--- src/rtl/cpu_types_pkg.sv ---
// Shared types for the memory arbiter: RAM handshake states, word type and
// the grant FSM state encoding.
package cpu_types_pkg;

   typedef logic [31:0] word_t;

   typedef enum logic [1:0] {
      FREE   = 2'd0,
      BUSY   = 2'd1,
      ACCESS = 2'd2,
      ERROR  = 2'd3
   } ramstate_t;

   typedef enum logic [1:0] {
      IDLE = 2'd0,
      IGNT = 2'd1,
      DGNT = 2'd2,
      DONE = 2'd3
   } arb_state_t;

   function automatic logic is_grant(input arb_state_t s);
      return (s == IGNT) || (s == DGNT);
   endfunction

endpackage

--- src/rtl/mem_arbiter_if.sv ---
// Bundle of requester, datapath-return and RAM-side signals around the arbiter.
// master = requesters plus RAM model, slave = the arbiter itself.
interface mem_arbiter_if;
   import cpu_types_pkg::*;

   logic      iREN;
   word_t     iaddr;
   logic      dREN;
   logic      dWEN;
   word_t     daddr;
   word_t     dstore;
   ramstate_t ram_state;
   word_t     ram_load;
   logic      ram_ren;
   logic      ram_wen;
   word_t     ram_addr;
   word_t     ram_store;
   logic      ihit;
   word_t     iload;
   logic      dhit;
   word_t     dload;
   logic      err;

   modport master (
      output iREN, iaddr, dREN, dWEN, daddr, dstore, ram_state, ram_load,
      input  ram_ren, ram_wen, ram_addr, ram_store, ihit, iload, dhit, dload, err
   );

   modport slave (
      input  iREN, iaddr, dREN, dWEN, daddr, dstore, ram_state, ram_load,
      output ram_ren, ram_wen, ram_addr, ram_store, ihit, iload, dhit, dload, err
   );

endinterface

--- src/rtl/mem_port_mux.sv ---
// RAM-side select: picks address, write data and enables from the grant state.
// Everything is zero outside the two grant states.
module mem_port_mux
   import cpu_types_pkg::*;
(
   input  arb_state_t state,
   input  logic       dWEN,
   input  word_t      iaddr,
   input  word_t      daddr,
   input  word_t      dstore,
   output logic       ram_ren,
   output logic       ram_wen,
   output word_t      ram_addr,
   output word_t      ram_store
);

   always_comb begin
      ram_ren   = 1'b0;
      ram_wen   = 1'b0;
      ram_addr  = '0;
      ram_store = '0;
      case (state)
         IGNT: begin
            ram_ren  = 1'b1;
            ram_addr = iaddr;
         end
         DGNT: begin
            ram_addr = daddr;
            // a simultaneous read+write request is treated as a write
            if (dWEN) begin
               ram_wen   = 1'b1;
               ram_store = dstore;
            end else begin
               ram_ren = 1'b1;
            end
         end
         default: ;
      endcase
   end

endmodule

--- src/rtl/mem_arbiter.sv ---
// Single-port RAM arbiter between instruction fetch and data access, with
// round-robin on contention, one-cycle hit pulses and a grant watchdog.
module mem_arbiter
   import cpu_types_pkg::*;
#(
   parameter int TIMEOUT = 16
) (
   input logic         CLK,
   input logic         RST,
   mem_arbiter_if.slave bus
);

   localparam int TW = $clog2(TIMEOUT + 1);
   localparam logic [TW-1:0] TMAX = TW'(TIMEOUT - 1);

   arb_state_t    state_reg;
   logic          last_d_reg;
   logic [TW-1:0] timer_reg;

   logic i_req;
   logic d_req;
   logic req_held;
   logic access;
   logic abort;

   assign i_req    = bus.iREN;
   assign d_req    = bus.dREN | bus.dWEN;
   assign req_held = (state_reg == IGNT) ? i_req : d_req;

   // a withdrawn request outranks ACCESS/ERROR: no pulse of any kind
   assign access = is_grant(state_reg) && req_held && (bus.ram_state == ACCESS);
   assign abort  = is_grant(state_reg) && req_held && !access &&
                   ((bus.ram_state == ERROR) || (timer_reg == TMAX));

   assign bus.ihit  = !RST && access && (state_reg == IGNT);
   assign bus.dhit  = !RST && access && (state_reg == DGNT);
   assign bus.err   = !RST && abort;
   assign bus.iload = bus.ihit ? bus.ram_load : '0;
   assign bus.dload = (bus.dhit && !bus.dWEN) ? bus.ram_load : '0;

   always_ff @(posedge CLK) begin
      if (RST) begin
         state_reg  <= IDLE;
         last_d_reg <= 1'b0;
         timer_reg  <= '0;
      end else begin
         case (state_reg)
            IDLE: begin
               timer_reg <= '0;
               if (d_req && (!i_req || !last_d_reg)) begin
                  state_reg <= DGNT;
               end else if (i_req) begin
                  state_reg <= IGNT;
               end
            end
            IGNT, DGNT: begin
               if (timer_reg != TMAX) begin
                  timer_reg <= timer_reg + TW'(1);
               end
               if (!req_held) begin
                  state_reg <= IDLE;
               end else if (access || abort) begin
                  state_reg  <= DONE;
                  last_d_reg <= (state_reg == DGNT);
               end
            end
            default: state_reg <= IDLE;
         endcase
      end
   end

   mem_port_mux u_mux (
      .state     (state_reg),
      .dWEN      (bus.dWEN),
      .iaddr     (bus.iaddr),
      .daddr     (bus.daddr),
      .dstore    (bus.dstore),
      .ram_ren   (bus.ram_ren),
      .ram_wen   (bus.ram_wen),
      .ram_addr  (bus.ram_addr),
      .ram_store (bus.ram_store)
   );

endmodule

--- src/flat_wrapper.sv ---
// flat-port wrapper written by rule: the top's interface ports become plain ports
module mem_arbiter_flat import cpu_types_pkg::*;
#(
   parameter int TIMEOUT = 16
)
  (CLK, RST, bus_iREN, bus_iaddr, bus_dREN, bus_dWEN, bus_daddr, bus_dstore, bus_ram_state, bus_ram_load, bus_ram_ren, bus_ram_wen, bus_ram_addr, bus_ram_store, bus_ihit, bus_iload, bus_dhit, bus_dload, bus_err);
  mem_arbiter_if bus_i ();
  input logic CLK;
  input logic RST;
  input wire logic [$bits(bus_i.iREN)-1:0] bus_iREN;
  input wire logic [$bits(bus_i.iaddr)-1:0] bus_iaddr;
  input wire logic [$bits(bus_i.dREN)-1:0] bus_dREN;
  input wire logic [$bits(bus_i.dWEN)-1:0] bus_dWEN;
  input wire logic [$bits(bus_i.daddr)-1:0] bus_daddr;
  input wire logic [$bits(bus_i.dstore)-1:0] bus_dstore;
  input wire logic [$bits(bus_i.ram_state)-1:0] bus_ram_state;
  input wire logic [$bits(bus_i.ram_load)-1:0] bus_ram_load;
  output wire logic [$bits(bus_i.ram_ren)-1:0] bus_ram_ren;
  output wire logic [$bits(bus_i.ram_wen)-1:0] bus_ram_wen;
  output wire logic [$bits(bus_i.ram_addr)-1:0] bus_ram_addr;
  output wire logic [$bits(bus_i.ram_store)-1:0] bus_ram_store;
  output wire logic [$bits(bus_i.ihit)-1:0] bus_ihit;
  output wire logic [$bits(bus_i.iload)-1:0] bus_iload;
  output wire logic [$bits(bus_i.dhit)-1:0] bus_dhit;
  output wire logic [$bits(bus_i.dload)-1:0] bus_dload;
  output wire logic [$bits(bus_i.err)-1:0] bus_err;
  assign bus_i.iREN = bus_iREN;
  assign bus_i.iaddr = bus_iaddr;
  assign bus_i.dREN = bus_dREN;
  assign bus_i.dWEN = bus_dWEN;
  assign bus_i.daddr = bus_daddr;
  assign bus_i.dstore = bus_dstore;
  assign bus_i.ram_state = bus_ram_state;
  assign bus_i.ram_load = bus_ram_load;
  assign bus_ram_ren = bus_i.ram_ren;
  assign bus_ram_wen = bus_i.ram_wen;
  assign bus_ram_addr = bus_i.ram_addr;
  assign bus_ram_store = bus_i.ram_store;
  assign bus_ihit = bus_i.ihit;
  assign bus_iload = bus_i.iload;
  assign bus_dhit = bus_i.dhit;
  assign bus_dload = bus_i.dload;
  assign bus_err = bus_i.err;
  mem_arbiter #(.TIMEOUT(TIMEOUT)) u_core (.CLK(CLK), .RST(RST), .bus(bus_i));
endmodule
--- config.mk ---
export PLATFORM = sky130hd
export DESIGN_NAME = mem_arbiter_flat
export DESIGN_NICKNAME = d
export VERILOG_FILES = /design/src/rtl/cpu_types_pkg.sv /design/src/rtl/mem_arbiter_if.sv /design/src/rtl/mem_port_mux.sv /design/src/rtl/mem_arbiter.sv /design/src/flat_wrapper.sv
export SDC_FILE = /design/constraint.sdc
export NUM_CORES = 1
export LEC_CHECK = 0
export BUFFER_PORTS_ARGS = -buffer_cell sky130_fd_sc_hd__buf_2
export CELL_PAD_IN_SITES_DETAIL_PLACEMENT = 0
export CELL_PAD_IN_SITES_GLOBAL_PLACEMENT = 1
export CORE_AREA = 2 2 105 107
export DETAILED_ROUTE_END_ITERATION = 16
export DIE_AREA = 0 0 107 109
export MAX_ROUTING_LAYER = met4
export PLACE_DENSITY_LB_ADDON = 0.1
export SLEW_MARGIN = 10
export SYNTH_ARGS = -nofsm -noshare
export SYNTH_HDL_FRONTEND = slang
export SYNTH_SLANG_ARGS = --single-unit
--- constraint.sdc ---
create_clock -name CLK -period 3.4 [get_ports CLK]
set_clock_uncertainty 0.1 [all_clocks]
set_input_delay 0.34 -clock CLK [delete_from_list [all_inputs] [get_ports CLK]]
set_output_delay 0.34 -clock CLK [all_outputs]
set_load 0.02 [all_outputs]
==> run summary, run 1 <==
The run finished with clean final reports. The number of buffer and inverter stages on the critical path works out to 5. After synthesis, the cell types taking the most area are and2_1 (23%), a22oi_1 (14%), nor2b_1 (12%), and3_1 (12%), dfxtp_1 (9.1%). The slowest stage of the critical path is the buf_4 cell. The run gives 0 as the number of buffers added to fix hold violations after cts.

The top layer used by detailed routing is met4. During I/O placement, the number of pins put on the boundary was 268. The first global-routing pass estimated 12000 um of wire.

Biggest area consumer among synthesized cells: and2_1. The detailed route wirelength on metal3 is 770 um, and the largest incremental delay on the critical path is 0.35 ns. The slew at the pin closest to its max-slew limit is 0.493 ns. Setup repair after global routing left no endpoint under its margin.

For this run, the post-layout net count is 648. The fraction of layout cells with a size suffix above 1 came out at 55.8%. Before CTS, the worst setup slack after placement is 0.929 ns. The detailed-route wire length on metal 1 came out at 2990 um.

The area added between synthesis and finish was 84.8%; the multi-input logic area was 1460 um^2. For the initial core utilization, the log shows 16.5%. Latest clock arrival within the worst-skew pair: 0.22 ns.

The tree built by TritonCTS fans out to 8 sinks. Total setup violations reported at the end of the flow: 0. The tools report the clock root buffer as clkbuf_8.

The finished layout holds 646 standard cells, fillers aside. Most used flip-flop cell after synthesis: dfxtp_1. The number of H-tree branching levels was 1; the timing-limited maximum frequency was 373 MHz. After layout, the minimum clock period comes to 2.68 ns. The number of enable-type register cells in the synthesized netlist came out at 0. Summed over all nets, the half-perimeter wirelength after detailed placement is 6970 um.

The startpoint type of the worst setup path was a register. The area taken by flip-flops and latches was 160 um^2; the routed wirelength normalized by instance count was 13.0 um. Post-CTS timing repair inserted 0 buffers for setup. The register bit count reported by yosys came out at 8. Walking the worst path, the cells encountered are inv_1 -> ha_1 -> buf_4 -> inv_1 -> nor4_4 -> buf_4 -> and2_1 -> buf_2. The category of the most critical setup path was register to output pin. The synthesized instance count was 256; the clock-pin slew reported for the worst setup and hold paths after clock tree synthesis was 0.04 ns. On the final layout, the worst hold slack is 0.382 ns. The logs give 0 for the count of pins over their slew limit and 0 for the global-route congestion overflow total.

The tools report the kind of end point of the critical path as an output pin. The synthesized netlist net count was 397. After detailed placement, the design holds a cell count of 642. Across the run, the number of max-cap violations was 0. The run gives 2.96 ns as the required time of the worst setup path. In the routed layout, each cell is associated on average with a via count of 4.26.

Wire segments on met2 add up to 4600 um in the final route. The leakage power is 2.01 nW, and the sequential area share after synthesis is 9.14%. The family with the most delay on the worst path was buffers and inverters.

The logs give 13.1% for the global routing usage summed across all routing layers and 3 for the number of buffers created by CTS. The fraction of registers with async set/reset was 0%. In the layout the commonest cells are buf_2 (267), and2_1 (65), nor2b_1 (34), and3_1 (33), a22oi_1 (33). The run gives 0 as the remaining routing DRC violations. Measured against its own limit, the worst slew margin works out to 67.2%.

Dividing the final minimum period by the clock period gives 78.8%. The portion of synthesized cell area occupied by the leading cell type works out to 23.2%. The floorplan step defined a die boundary enclosing 11700 um^2.

Leading cell type in the layout, fill and taps excluded: buf_2. The core area is 10600 um^2, and the count of buffers from port buffering is 267. Number of rows created at floorplan: 38.

The run gives 0.721 ns as the final worst slack. Summed over all failing endpoints, the final setup total negative slack is 0 ns. VDD sags by at most 0.000200 V.

The tools report the fill cell total of the finished layout as 1200. For the worst setup path, the data arrival time is 2.24 ns. The detailed router finished its first iteration with 121 violations.

The register with the most flip-flops in the layout has 5 of them. The floorplan step set the die width to 107 um. The logs give 0 for the total of warnings raised by yosys and 0 for the post-cts resize count. The number of hold-slack violations in the final timing report was 0; the number of routed nets with antenna violations was 0. The via count of the first global-routing pass is 2412. The power density of the placed cells is 445 nW/um^2, and the final RePlAce weighted congestion is 0.712.

Entering global routing, the biggest net connects 45 pins. The clock passes through at most 2 buffers. Dividing the synthesized area by the synthesized cell count gives 6.85 um^2.

The largest fanout on the critical path works out to 33. The synthesized cell area was 1750 um^2; the via count was 2749. The total power consumption of the routed design was 1.44 mW. Before antenna repair, the detailed router went through 4 iterations.

TritonCTS built the clock tree. For the total wire length after detailed routing, the log shows 8420 um. After synthesis, the netlist uses 31 different library cells. The number of antenna violations at the first check in global routing was 1. The classification of the worst-slack hold path is input pin to register.

In this run the vertical extent of the chip is 109 um.
-- layout make-up --
type                       instances  share of cell area (%)
sequential                         8                    4.94
tap                              140                    5.41
inverter                           4                   0.463
antenna                            1                  0.0772
multi-input combinational        217                    45.2
timing repair buffer             273                    42.6
clock buffer                       3                    1.27
-- cells by family after synthesis --
family / count (synthesis) / synth area share [%]
compound gates: 48 / 19.8
fa+ha+maj: 6 / 4.28
buf+inv: 31 / 7.49
flops: 8 / 9.14
mux: 1 / 0.571
simple gates: 162 / 58.7
-- cells in the mapped netlist (all sizes together), types with 3 or more instances --
cell type  count
a22oi         33
buf            7
dfxtp          8
ha             6
and3          33
nor2           8
nand2b         5
nor2b         34
o21ai          3
a21oi          6
nor4b          3
inv            4
clkbuf        20
nand2          5
and2          65
-- through the flow --
step / util (%) / cell area, um^2
2_1_floorplan: - / 1750
3_3_place_gp: 30.1 / 3200
3_5_place_dp: 30.1 / 3200
4_1_cts: 30.5 / 3240
5_1_grt: 30.6 / 3240
6_report: 30.6 / 3240
-- path summary, 6_finish.rpt --
kind	startpoint	end	slack, ns	cells after the start
hold / removal	RST	u_core.last_d_reg	0.38	2
setup / recovery	u_core.state_reg[1]	bus_iload[2]	0.72	8
setup reg to reg	u_core.state_reg[0]	u_core.state_reg[1]	1.35	6
hold reg to reg	u_core.timer_reg[4]	u_core.timer_reg[4]	0.38	2
-- power by group --
part,internal (mW),switching (mW),total [mW]
clock,0.0767,0.0371,0.114
sequential,0.115,0.0186,0.134
combinational,0.467,0.725,1.19
-- layer usage --
| layer | up-vias | GRT usage (%) |
|---|---|---|
| met4 | 0 | 2.50 |
| met5 | - | - |
| met2 | 164 | 25.8 |
| met3 | 4 | 1.79 |
| met1 | 1197 | 13.9 |
| li1 | 1384 | - |
No activity file was read; power rests on OpenSTA's default activity.
==> run 2, diff against run 1 <==
==> constraint.sdc (replaced) <==
create_clock -name CLK -period 2.8 [get_ports CLK]
set_clock_uncertainty 0.1 [all_clocks]
set_input_delay 0.28 -clock CLK [delete_from_list [all_inputs] [get_ports CLK]]
set_output_delay 0.28 -clock CLK [all_outputs]
set_load 0.02 [all_outputs]
==> run 2 against run 1 <==
  * Largest power group unchanged
  * Total power rose by 20%
  * Sequential share of layout area about the same
  * Core utilization about the same
  * Critical path depth stayed put
  * Non-clock buffer count is the same
  * Count of clock-buffer cells in the layout unchanged
  * Wire length down 0.89%
  * Worst setup slack worse by 0.45 ns
  * Final cell count decreased by 0.15%
  * Highest routed layer unchanged
  * Combinational power grew 20%
  * Global-route usage decreased by 0.10 points
  * Register-to-register slack worse by 0.58 ns
==> run summary, run 2 (same netlist as run 1, synthesis figures left out) <==
The flow ran to the end, and the final reports show no timing, DRC or antenna violations. The count of buffers from port buffering is 267, and the DRC marker count from the first detailed-route iteration is 181. The number of hold-slack violations in the final timing report was 0. For the leakage power, the log shows 2.01 nW. The floorplan step set the die width to 107 um. Setup repair after global routing left no endpoint under its margin.

After detailed routing, the average wire length per cell comes to 12.9 um. Data arrives at the worst endpoint at 2.15 ns. The die outline height works out to 109 um. The routed length on met2 was 4310 um; the flip-flop count of the largest register after layout was 5. Setup violations remaining at the end of the flow were counted as 0. Along the worst path, the maximum fanout reaches 32. The total wire length after detailed routing was 8340 um; the final critical-path required period was 2.53 ns.

The later pin in the worst-skew pair is clocked with a latency of 0.23 ns. The number of antenna violations at the first check in global routing is 0. Max-cap violations in this run came to 0.

The cell sitting at the root of the clock tree is a clkbuf_8. The final critical-path share of the clock period works out to 90.4%. The logs give 0 ns for the accumulated negative setup slack and 0 for the number of diodes added for antenna fixing. TritonCTS built the clock tree. The run gives 1 as the number of H-tree branching levels. Buffers inserted to repair hold after CTS numbered 0. The library cell used most frequently in the layout, excluding fill and tap cells, is buf_2. The run gives 0.761 as the final RePlAce weighted congestion. The worst setup path is launched from a register. The detail route stage leaves a number of antenna-violating nets equal to 0. The run gives 3 as the number of buffers created by CTS.

Once the floorplan was initialized, standard cells occupied 16.5% of the core. The logs give 7.8% for the proportion of power drawn by the clock network and 10600 um^2 for the core area. Post-CTS repair changed the size of 0 cells. For this run, the total global-route usage over all layers was measured as 13.0%. Sequential cells account for 9.4% of the total power. Via count of the first global-routing pass: 2490. The first global-routing pass estimated 12000 um of wire.

The logs give 2753 for the via count and 938 uW for the switching power of the nets. The proportion of total power due to net switching works out to 54.1%. The run gives 3230 um as the detailed-route wire length on metal 1.

Per report_power, the combinational group accounts for 82.8% of the total. Final net count: 648. The classification of the worst-slack hold path is input pin to register. The fill cell total of the finished layout is 1187, and the placed wire-length estimate after detailed placement is 6850 um. Clock tree synthesis found a total of 8 sinks. Using the TritonRoute via totals, the vias-per-cell ratio works out to 4.27.

The count of pins over their slew limit was 0; the area added between synthesis and finish was 84.7%. The post-CTS setup repair buffer count is 0. Measured against its own limit, the worst slew margin works out to 60.3%.

The die covers 11700 um^2. Fraction of layout cells with a size suffix above 1: 55.8%. For this run the aggregate overflow at the end of global routing stands at 0.

The tools report the number of rows created at floorplan as 38. For the count of boundary I/O pins, the log shows 268. The power density of the placed cells works out to 536 nW/um^2.

The top cell types in the final layout, fill and taps aside, are buf_2 (267), and2_1 (65), nor2b_1 (34), and3_1 (33), a22oi_1 (33). For the worst setup path, the data required time is 2.42 ns. The category of the most critical setup path was register to output pin. The internal power consumption came out at 796 uW. For this run, the top clock speed supported by timing is 395 MHz.

The worst voltage drop across the vdd grid is 0.000251 V, and the remaining routing DRC violations is 0. After detailed routing, no signal wire sits above met4. Entering global routing, the biggest net connects 68 pins. The kind of end point of the critical path is an output pin.

After clock tree synthesis, the clock-pin slew on the worst setup and hold paths is 0.04 ns. The tools report the total power consumption of the routed design as 1.73 mW. For the pin with the worst max-slew slack, the measured transition is 0.596 ns. Wire segments on met3 add up to 668 um in the final route. The first detailed-routing pass took 4 iterations. No sink is reached through more buffers than the 2 on the longest clock path.
## run 2: through the flow
step / std cells / worst slack, ns / hold slack [ns] / cell area, um^2 / util, %
finish: 645 / 0.269 / 0.328 / 3240 / 30.5
detailed placement: 642 / 0.488 / 0.385 / 3200 / 30.1
CTS: 645 / 0.246 / 0.328 / 3240 / 30.5
global placement: 642 / 0.580 / 0.370 / 3200 / 30.1
global route: 645 / 0.0393 / 0.340 / 3240 / 30.5
floorplan: 256 / 0.497 / 0.354 / 1750 / -
## run 2: cell type report
cell class	count	area, um^2	area share, %
sequential	8	160	4.95
inverter	4	15.0	0.464
tap	140	175	5.41
multi-input combinational	217	1460	45.2
timing repair buffer	273	1380	42.7
clock buffer	3	41.3	1.28
## run 2: worst paths after layout
kind                       start                   to  slack (ns)  cells past startpoint
max          u_core.state_reg[1]        bus_dload[19]        0.27                      8
min                          RST    u_core.last_d_reg        0.33                      2
max reg2reg  u_core.state_reg[0]  u_core.state_reg[1]        0.77                      6
min reg2reg  u_core.timer_reg[4]  u_core.timer_reg[4]        0.39                      2
## run 2: layer usage
metal | vias up | GRT usage [%]
met5 | - | -
met4 | 0 | 3.62
met3 | 10 | 1.55
met2 | 168 | 24.0
met1 | 1191 | 14.7
li1 | 1384 | -
## run 2: worst max-delay path: stages, from the launching register on
cell and delay (ns):
dfxtp_1 0.38, inv_1 0.08, ha_1 0.24, nand2b_1 0.15, nand3_2 0.20, nor4_4 0.24, buf_4 0.30, and2_1 0.17
buf_2 0.16
## run 2: power by group through the flow
stage / sequential, mW / combinational, mW / clock [mW]
after detailed placement: 0.166 / 1.46 / 0
final: 0.163 / 1.43 / 0.135
after global routing: 0.169 / 1.59 / 0.149
after global placement: 0.164 / 1.46 / 0
after floorplan: 0.160 / 1.02 / 0
after CTS: 0.164 / 1.46 / 0.141
